### src/rtl/multicycle_ctrl.sv
// Main control FSM of the multi-cycle CPU: sequences instruction phases and
// drives datapath selects, the shared-memory handshake and ALUOp.
module multicycle_ctrl #(
    parameter int MEM_TIMEOUT = 16
) (
    input  logic       clk_i,
    input  logic       rst_i,
    input  logic [5:0] opcode_i,
    input  logic       zero_i,
    input  logic       mem_ready_i,
    input  logic       clear_err_i,
    output logic       mem_req_o,
    output logic       mem_we_o,
    output logic       iord_o,
    output logic       ir_write_o,
    output logic       pc_write_o,
    output logic [1:0] pc_src_o,
    output logic       alu_src_a_o,
    output logic [1:0] alu_src_b_o,
    output logic [2:0] alu_op_o,
    output logic       reg_write_o,
    output logic       reg_dst_o,
    output logic       mem_to_reg_o,
    output logic       err_o,
    output logic [3:0] state_o
);

    localparam logic [3:0] S_FETCH    = 4'd0;
    localparam logic [3:0] S_DECODE   = 4'd1;
    localparam logic [3:0] S_MEM_ADDR = 4'd2;
    localparam logic [3:0] S_MEM_RD   = 4'd3;
    localparam logic [3:0] S_MEM_WB   = 4'd4;
    localparam logic [3:0] S_MEM_WR   = 4'd5;
    localparam logic [3:0] S_EXEC_R   = 4'd6;
    localparam logic [3:0] S_R_WB     = 4'd7;
    localparam logic [3:0] S_EXEC_I   = 4'd8;
    localparam logic [3:0] S_I_WB     = 4'd9;
    localparam logic [3:0] S_BRANCH   = 4'd10;
    localparam logic [3:0] S_JUMP     = 4'd11;
    localparam logic [3:0] S_ERROR    = 4'd15;

    localparam logic [5:0] OP_RTYPE = 6'd0;
    localparam logic [5:0] OP_J     = 6'd2;
    localparam logic [5:0] OP_BEQ   = 6'd4;
    localparam logic [5:0] OP_ADDI  = 6'd8;
    localparam logic [5:0] OP_SLTI  = 6'd10;
    localparam logic [5:0] OP_LW    = 6'd35;
    localparam logic [5:0] OP_SW    = 6'd43;

    localparam int CW = $clog2(MEM_TIMEOUT + 1);

    logic [3:0]    r_state;
    logic [3:0]    w_next;
    logic [CW-1:0] r_wait_cnt;
    logic          w_mem_state;
    logic          w_timeout;

    assign w_mem_state = (r_state == S_FETCH) || (r_state == S_MEM_RD) || (r_state == S_MEM_WR);
    // The limit is hit on the waiting cycle that would bring the count to MEM_TIMEOUT.
    assign w_timeout   = w_mem_state && !mem_ready_i && (r_wait_cnt == CW'(MEM_TIMEOUT - 1));

    always_comb begin
        // NOTE: default assignment first so no path through the case infers a latch.
        w_next = r_state;
        case (r_state)
            S_FETCH: begin
                if (mem_ready_i)    w_next = S_DECODE;
                else if (w_timeout) w_next = S_ERROR;
            end
            S_DECODE: begin
                case (opcode_i)
                    OP_RTYPE:        w_next = S_EXEC_R;
                    OP_ADDI, OP_SLTI: w_next = S_EXEC_I;
                    OP_LW, OP_SW:    w_next = S_MEM_ADDR;
                    OP_BEQ:          w_next = S_BRANCH;
                    OP_J:            w_next = S_JUMP;
                    default:         w_next = S_FETCH;
                endcase
            end
            S_MEM_ADDR: w_next = (opcode_i == OP_SW) ? S_MEM_WR : S_MEM_RD;
            S_MEM_RD: begin
                if (mem_ready_i)    w_next = S_MEM_WB;
                else if (w_timeout) w_next = S_ERROR;
            end
            S_MEM_WR: begin
                if (mem_ready_i)    w_next = S_FETCH;
                else if (w_timeout) w_next = S_ERROR;
            end
            S_EXEC_R: w_next = S_R_WB;
            S_EXEC_I: w_next = S_I_WB;
            S_MEM_WB, S_R_WB, S_I_WB, S_BRANCH, S_JUMP: w_next = S_FETCH;
            S_ERROR:  if (clear_err_i) w_next = S_FETCH;
            default:  w_next = S_FETCH;
        endcase
    end

    // NOTE: sequential state uses non-blocking assignments so every flop samples pre-edge values.
    always_ff @(posedge clk_i or negedge rst_i) begin
        if (!rst_i) begin
            r_state    <= S_FETCH;
            r_wait_cnt <= '0;
        end else begin
            r_state <= w_next;
            if (w_next != r_state || mem_ready_i)
                r_wait_cnt <= '0;
            else if (w_mem_state)
                r_wait_cnt <= r_wait_cnt + 1'b1;
        end
    end

    // Moore decode, forced to zero while reset is held.
    always_comb begin
        mem_req_o    = 1'b0;
        mem_we_o     = 1'b0;
        iord_o       = 1'b0;
        ir_write_o   = 1'b0;
        pc_write_o   = 1'b0;
        pc_src_o     = 2'b00;
        alu_src_a_o  = 1'b0;
        alu_src_b_o  = 2'b00;
        alu_op_o     = 3'b000;
        reg_write_o  = 1'b0;
        reg_dst_o    = 1'b0;
        mem_to_reg_o = 1'b0;
        err_o        = 1'b0;
        if (rst_i) begin
            case (r_state)
                S_FETCH: begin
                    mem_req_o   = 1'b1;
                    alu_src_b_o = 2'b01;
                    alu_op_o    = 3'b011;
                    ir_write_o  = mem_ready_i;
                    pc_write_o  = mem_ready_i;
                end
                S_DECODE: begin
                    alu_src_b_o = 2'b11;
                    alu_op_o    = 3'b011;
                end
                S_MEM_ADDR: begin
                    alu_src_a_o = 1'b1;
                    alu_src_b_o = 2'b10;
                    alu_op_o    = 3'b011;
                end
                S_MEM_RD: begin
                    mem_req_o = 1'b1;
                    iord_o    = 1'b1;
                end
                S_MEM_WB: begin
                    reg_write_o  = 1'b1;
                    mem_to_reg_o = 1'b1;
                end
                S_MEM_WR: begin
                    mem_req_o = 1'b1;
                    iord_o    = 1'b1;
                    mem_we_o  = 1'b1;
                end
                S_EXEC_R: begin
                    alu_src_a_o = 1'b1;
                    alu_op_o    = 3'b010;
                end
                S_R_WB: begin
                    reg_write_o = 1'b1;
                    reg_dst_o   = 1'b1;
                end
                S_EXEC_I: begin
                    alu_src_a_o = 1'b1;
                    alu_src_b_o = 2'b10;
                    alu_op_o    = (opcode_i == OP_SLTI) ? 3'b111 : 3'b011;
                end
                S_I_WB:   reg_write_o = 1'b1;
                S_BRANCH: begin
                    alu_src_a_o = 1'b1;
                    alu_op_o    = 3'b001;
                    pc_src_o    = 2'b01;
                    pc_write_o  = zero_i;
                end
                S_JUMP: begin
                    pc_src_o   = 2'b10;
                    pc_write_o = 1'b1;
                end
                S_ERROR: err_o = 1'b1;
                default: ;
            endcase
        end
    end

    assign state_o = r_state;

endmodule

### config.mk
export PLATFORM = sky130hd
export DESIGN_NAME = multicycle_ctrl
export DESIGN_NICKNAME = d
export VERILOG_FILES = /design/src/rtl/multicycle_ctrl.sv
export SDC_FILE = /design/constraint.sdc
export NUM_CORES = 1
export LEC_CHECK = 0
export CAP_MARGIN = 30
export CORE_MARGIN = 2
export CORE_UTILIZATION = 42
export DETAILED_ROUTE_END_ITERATION = 16
export GPL_TIMING_DRIVEN = 0
export PLACE_DENSITY = 0.76
export SLEW_MARGIN = 20
export SYNTH_ARGS = -nofsm -noshare
export SYNTH_HDL_FRONTEND = slang
export SYNTH_SLANG_ARGS = --single-unit
export TNS_END_PERCENT = 1
### constraint.sdc
create_clock -name clk_i -period 2 [get_ports clk_i]
set_input_delay 0.5 -clock clk_i [delete_from_list [all_inputs] [get_ports clk_i]]
set_output_delay 0.5 -clock clk_i [all_outputs]
set_load 0.05 [all_outputs]
**Word-level counts from Yosys, hierarchy flattened**

Cells that the tools add are included.

- Register bits after elaboration: 9
- Bits of input ports: 11
- Output and inout port bits: 21

- Add/sub/neg operators: 1
- Eq/ne operators: 20
- Mux-type cells: 37
- Reduce and logical (&&, ||, !) cells: 17

Operator list:

| cell | count |
|---|---|
| $pmux W4 S8 | 1 |
| $eq A4 B4 Y1 const B | 5 |
| $mux W4 | 5 |
| $pmux W4 S5 | 1 |
| $mux W1 | 19 |
| $eq A4 B3 Y1 const B | 4 |
| $eq A6 B4 Y1 const B | 2 |
| $eq A6 B6 Y1 const B | 2 |
| $pmux W3 S4 | 1 |
| $mux W5 | 2 |
| $mux W3 | 3 |
| $reduce_or A3 Y1 | 3 |
| $eq A4 B2 Y1 const B | 2 |
| $reduce_or A2 Y1 | 4 |
| $eq A6 B2 Y1 const B | 1 |
| $eq A6 B3 Y1 const B | 1 |
| $logic_not A6 Y1 | 1 |
| $pmux W2 S3 | 1 |
| $add A5 B1 Y5 const B | 1 |
| $eq A5 B4 Y1 const B | 1 |
| $eq A4 B1 Y1 const B | 1 |
| $logic_not A4 Y1 | 1 |
| $mux W2 | 2 |
| $ne A4 B4 Y1 | 1 |
| other kinds (7) | 10 |

**Logic depth before layout (Yosys ltp)**

- Depth after elaboration: 11
- Mapped depth: 8

**Least setup slack after synthesis**

No wires, ideal clock.

- Path kind: flip-flop to output port
- Start: reg r_state[3] (netlist: state_o[3])
- End: out pc_write_o
- Data arrival time: 3.285 ns
- Data required time: 1.500 ns
- Slack: -1.785 ns
- Cell stages (with the launch flop): 6
- Path buffers: 1
- Cell sequence: dfrtp_1 > clkbuf_1 > inv_1 > nand2_1 > nor4b_1 > a211o_1

- Cells in the longest elaborated chain, start to end: 3
- Elaborated cells on any way between the ends: 5

RTL lines:

| what | line | text |
|---|---|---|
| start: declaration | 52 | `logic [3:0] r_state;` |
| start signal: assignment | 103 | `r_state <= w_next;` |
| $eq A4 B4 Y1 / $logic_not A4 Y1 (equally long branches) | 127 | `case (r_state)` |
| $pmux W1 S3 (*) | 127 |  |
| $mux W1 (*) | 126 | `if (rst_i) begin` |
| end: declaration | 16 | `output logic pc_write_o,` |

Every way passes the cells marked *; elsewhere a longest branch is shown, timed or not.

**Worst setup path in the final report**

- Start: in opcode_i[4]
- End: out alu_op_o[2]

- Cells in the longest elaborated chain, start to end: 4

RTL lines:

| what | line | text |
|---|---|---|
| start: declaration | 8 | `input logic [5:0] opcode_i,` |
| $eq A6 B4 Y1 | 168 | `alu_op_o = (opcode_i == OP_SLTI) ? 3'b111 : 3'b011;` |
| $mux W3 | 168 |  |
| $pmux W3 S4 | 127 |  |
| $mux W3 | 126 |  |
| end: declaration | 20 | `output logic [2:0] alu_op_o,` |

No other way between the ends.

==> results.toml <==
[timing]
period_share = 1.118
setup_tns_ps = -2330
slew_viol_final = 0
layout_min_cycle_time_ps = 2237
fin_skew_ps = 8.437
fmax_mhz = 447.1
rsz0062_at_grt = "yes"
hold_viol = 0
layout_setup_ws_ps = -236.8
worst_pin_slew_ps = 486.3
setup_violations = 18
slew_headroom = 0.6748

[die]
start_util = 0.4545
die_h_um = 53.40
core_area_um2 = 2255
io_pins = 32
rows = 17
fp.dieW_um = 53.40
fp.dieArea_um2 = 2851

[drt]
drc_errors = 0
top_layer = "met4"
drt_iter0_drc = 32
wl_met2_um = 1747
wl_met1_um = 1434
met3_length_um = 200
vias = 1229
ant_nets = 0
wl_per_cell_um = 16.54
firstDrtPassIters = 4
wirelength_um = 3391
routed_via_density = 5.995

[synth]
synth_seq_cells = 9
yosysWarnings = 0
synth.cell_area_um2 = 1025
syn_nets = 145
synth-async-reset-ratio = 1.000
synth_edf_count = 0
ys_seq_area_frac = 0.2198
avgSynthCellArea_um2 = 7.763
synth_cell_types = 52
netlist.area_leader.share = 0.2198
synth_area_leaders = "dfrtp_1 (22%), nor2_1 (4.8%), nor3_1 (4.4%)"
yosys.area.top_type = "dfrtp_1"
synth_ff_type = "dfrtp_1"
synthCells = 132

[placed_design]
dpl.hpwl_um = 2292
routabilityCongestion = 0.8873
portBuffers = 30
place_inst = 190
place_ws_ps = -1697

[finish]
fill_cells = 157
num_antenna_cells = 0
drive_gt1_frac = 0.4689
layout.cells.non_filler = 205
nets = 191
area_delta_synth_final_pct = 77.05

[power_and_ir_drop]
vdd_drop_max_mv = 1.132
powerDensity_nw_per_um2 = 1332
p_leak_nw = 0.7359

[global_route]
grt_antenna_before_repair = 0
track_usage = 0.2471
grt_overflow = 0
grt_max_degree = 18
grt_pass1_wl_um = 5175
grt_pass1_vias = 1177

[setup_path]
crit_path_max_incr_delay_ps = 450
critical_path_class = "in2out"
cp-start-kind = "primary input"
reg2reg_depth = 8
required_ps = 1500
cp_slowest_cell = "clkdlybuf4s50_1"
cp_data_arrival_time_ps = 1740
worst_setup_path_end_kind = "output port"
path_cells = "clkdlybuf4s50_1 > nand2b_4 > nor4_2 > and4b_2 > buf_8"
crit_fanout = 3

[clocking]
clock-sinks = 9
htreeDepth = 1
cts_buffers = 3
cts_root_buffer = "clkbuf_4"
clock_path_buffers = 2
clk_latency_ps = 260
cts_tree = "done"
clk_pin_slew_ps = 60

[outcome]
status = "finished, violations left"
violations = "negative setup slack"

[worst_hold_path]
hp-class = "in2async"

[run]
cap_violations = 0
[metrics by stage]
step	cell area, µm²	hold slack, ps	power, mW	utilization
2_1_floorplan	1175	204.4	1.467	-
5_1_grt	1814	127.1	2.537	0.8047
3_3_place_gp	1510	536.0	1.813	0.6698
3_5_place_dp	1510	554.8	1.843	0.6698
4_1_cts	1637	154.8	2.139	0.7259
6_report	1814	115.9	2.417	0.8047
[worst max-delay path, delay by kind of cell]
kind                   cells  cell delay [ps]
buffers and inverters      2              590
AND/OR/NAND/NOR            3              640
[final cells by class]
type	count	area [µm²]	area share
Inverter	4	20.02	0.01103
Tap cell	28	35.03	0.01931
Multi-Input combinational cell	109	943.4	0.5200
Timing Repair Buffer	41	420.4	0.2317
Clock buffer	4	26.28	0.01448
Sequential cell	9	230.2	0.1269
Buffer	10	138.9	0.07655
[power breakdown]
part	internal [mW]	total, mW	switching [mW]
clock network	0.0769	0.140	0.0628
registers	0.231	0.282	0.0507
logic	0.859	2.00	1.14
total	1.17	2.42	1.25
[what timing repair did]
| item | CTS | global route |
|---|---|---|
| setup buffers | 4 | 7 |
| resized for setup | 138 | 33 |
| setup endpoints to repair | 23 | 23 |
| endpoints found under the hold margin | 0 | 0 |
| hold buffers | 0 | 0 |
| pin swaps | 4 | 7 |
[sequential cells by signal, indices dropped and copies added, names as in the netlist]
name        flops
r_wait_cnt      5
state_o         4
[worst paths after layout]
check	from	to	slack (ps)
min	rst_i	r_wait_cnt[4]	120
min reg2reg	r_wait_cnt[3]	r_wait_cnt[3]	580
max	opcode_i[4]	alu_op_o[2]	-240
max reg2reg	r_wait_cnt[0]	r_wait_cnt[2]	-80
min in group clk_i	r_wait_cnt[3]	r_wait_cnt[3]	580
max in group asynchronous	rst_i	state_o[3]	1670
[routing by layer]
layer / GRT usage / vias up
li1: - / 578
met1: 0.3172 / 604
met2: 0.4259 / 45
met3: 0.04802 / 2
met4: 0.04701 / 0
met5: 0 / -
[cell usage in the layout (no fill, tap or decap), types with 3 or more instances in the layout]
| cell type | n |
|---|---|
| dfrtp_1 | 5 |
| o21ai_1 | 3 |
| nor2b_4 | 3 |
| dfrtp_2 | 4 |
| nor3_1 | 8 |
| clkdlybuf4s50_1 | 5 |
| nand3_1 | 3 |
| xnor2_1 | 4 |
| nor2_4 | 4 |
| nand2b_1 | 3 |
| nand2_1 | 5 |
| buf_4 | 12 |
| clkbuf_4 | 5 |
| nor3b_1 | 3 |
| buf_8 | 6 |
| o21ai_0 | 4 |
| dlygate4sd2_1 | 5 |
| a21oi_2 | 3 |
| buf_6 | 14 |
| nor2_1 | 9 |
[synth_stat cells (all sizes together) (3+ instances only)]
master,count
nor2,14
nor2b,5
nand3,3
dfrtp,9
xnor2,4
nor3b,5
buf,3
inv,4
nand2,8
o21ai,8
clkbuf,7
nand2b,5
a211o,3
a21oi,6
nor3,10
[kinds of logic after synthesis]
| group | after synthesis | share of synthesized area |
|---|---|---|
| muxes | 2 | 0.01954 |
| AOI/OAI and AO/OA | 32 | 0.2406 |
| xor gates and xnor gates | 5 | 0.04273 |
| buffers and inverters | 14 | 0.06715 |
| and+or+nand+nor | 68 | 0.3859 |
| DFF | 9 | 0.2198 |
| adders and majority gates | 2 | 0.02442 |
Note: power is estimated with default switching activity, not from simulation.
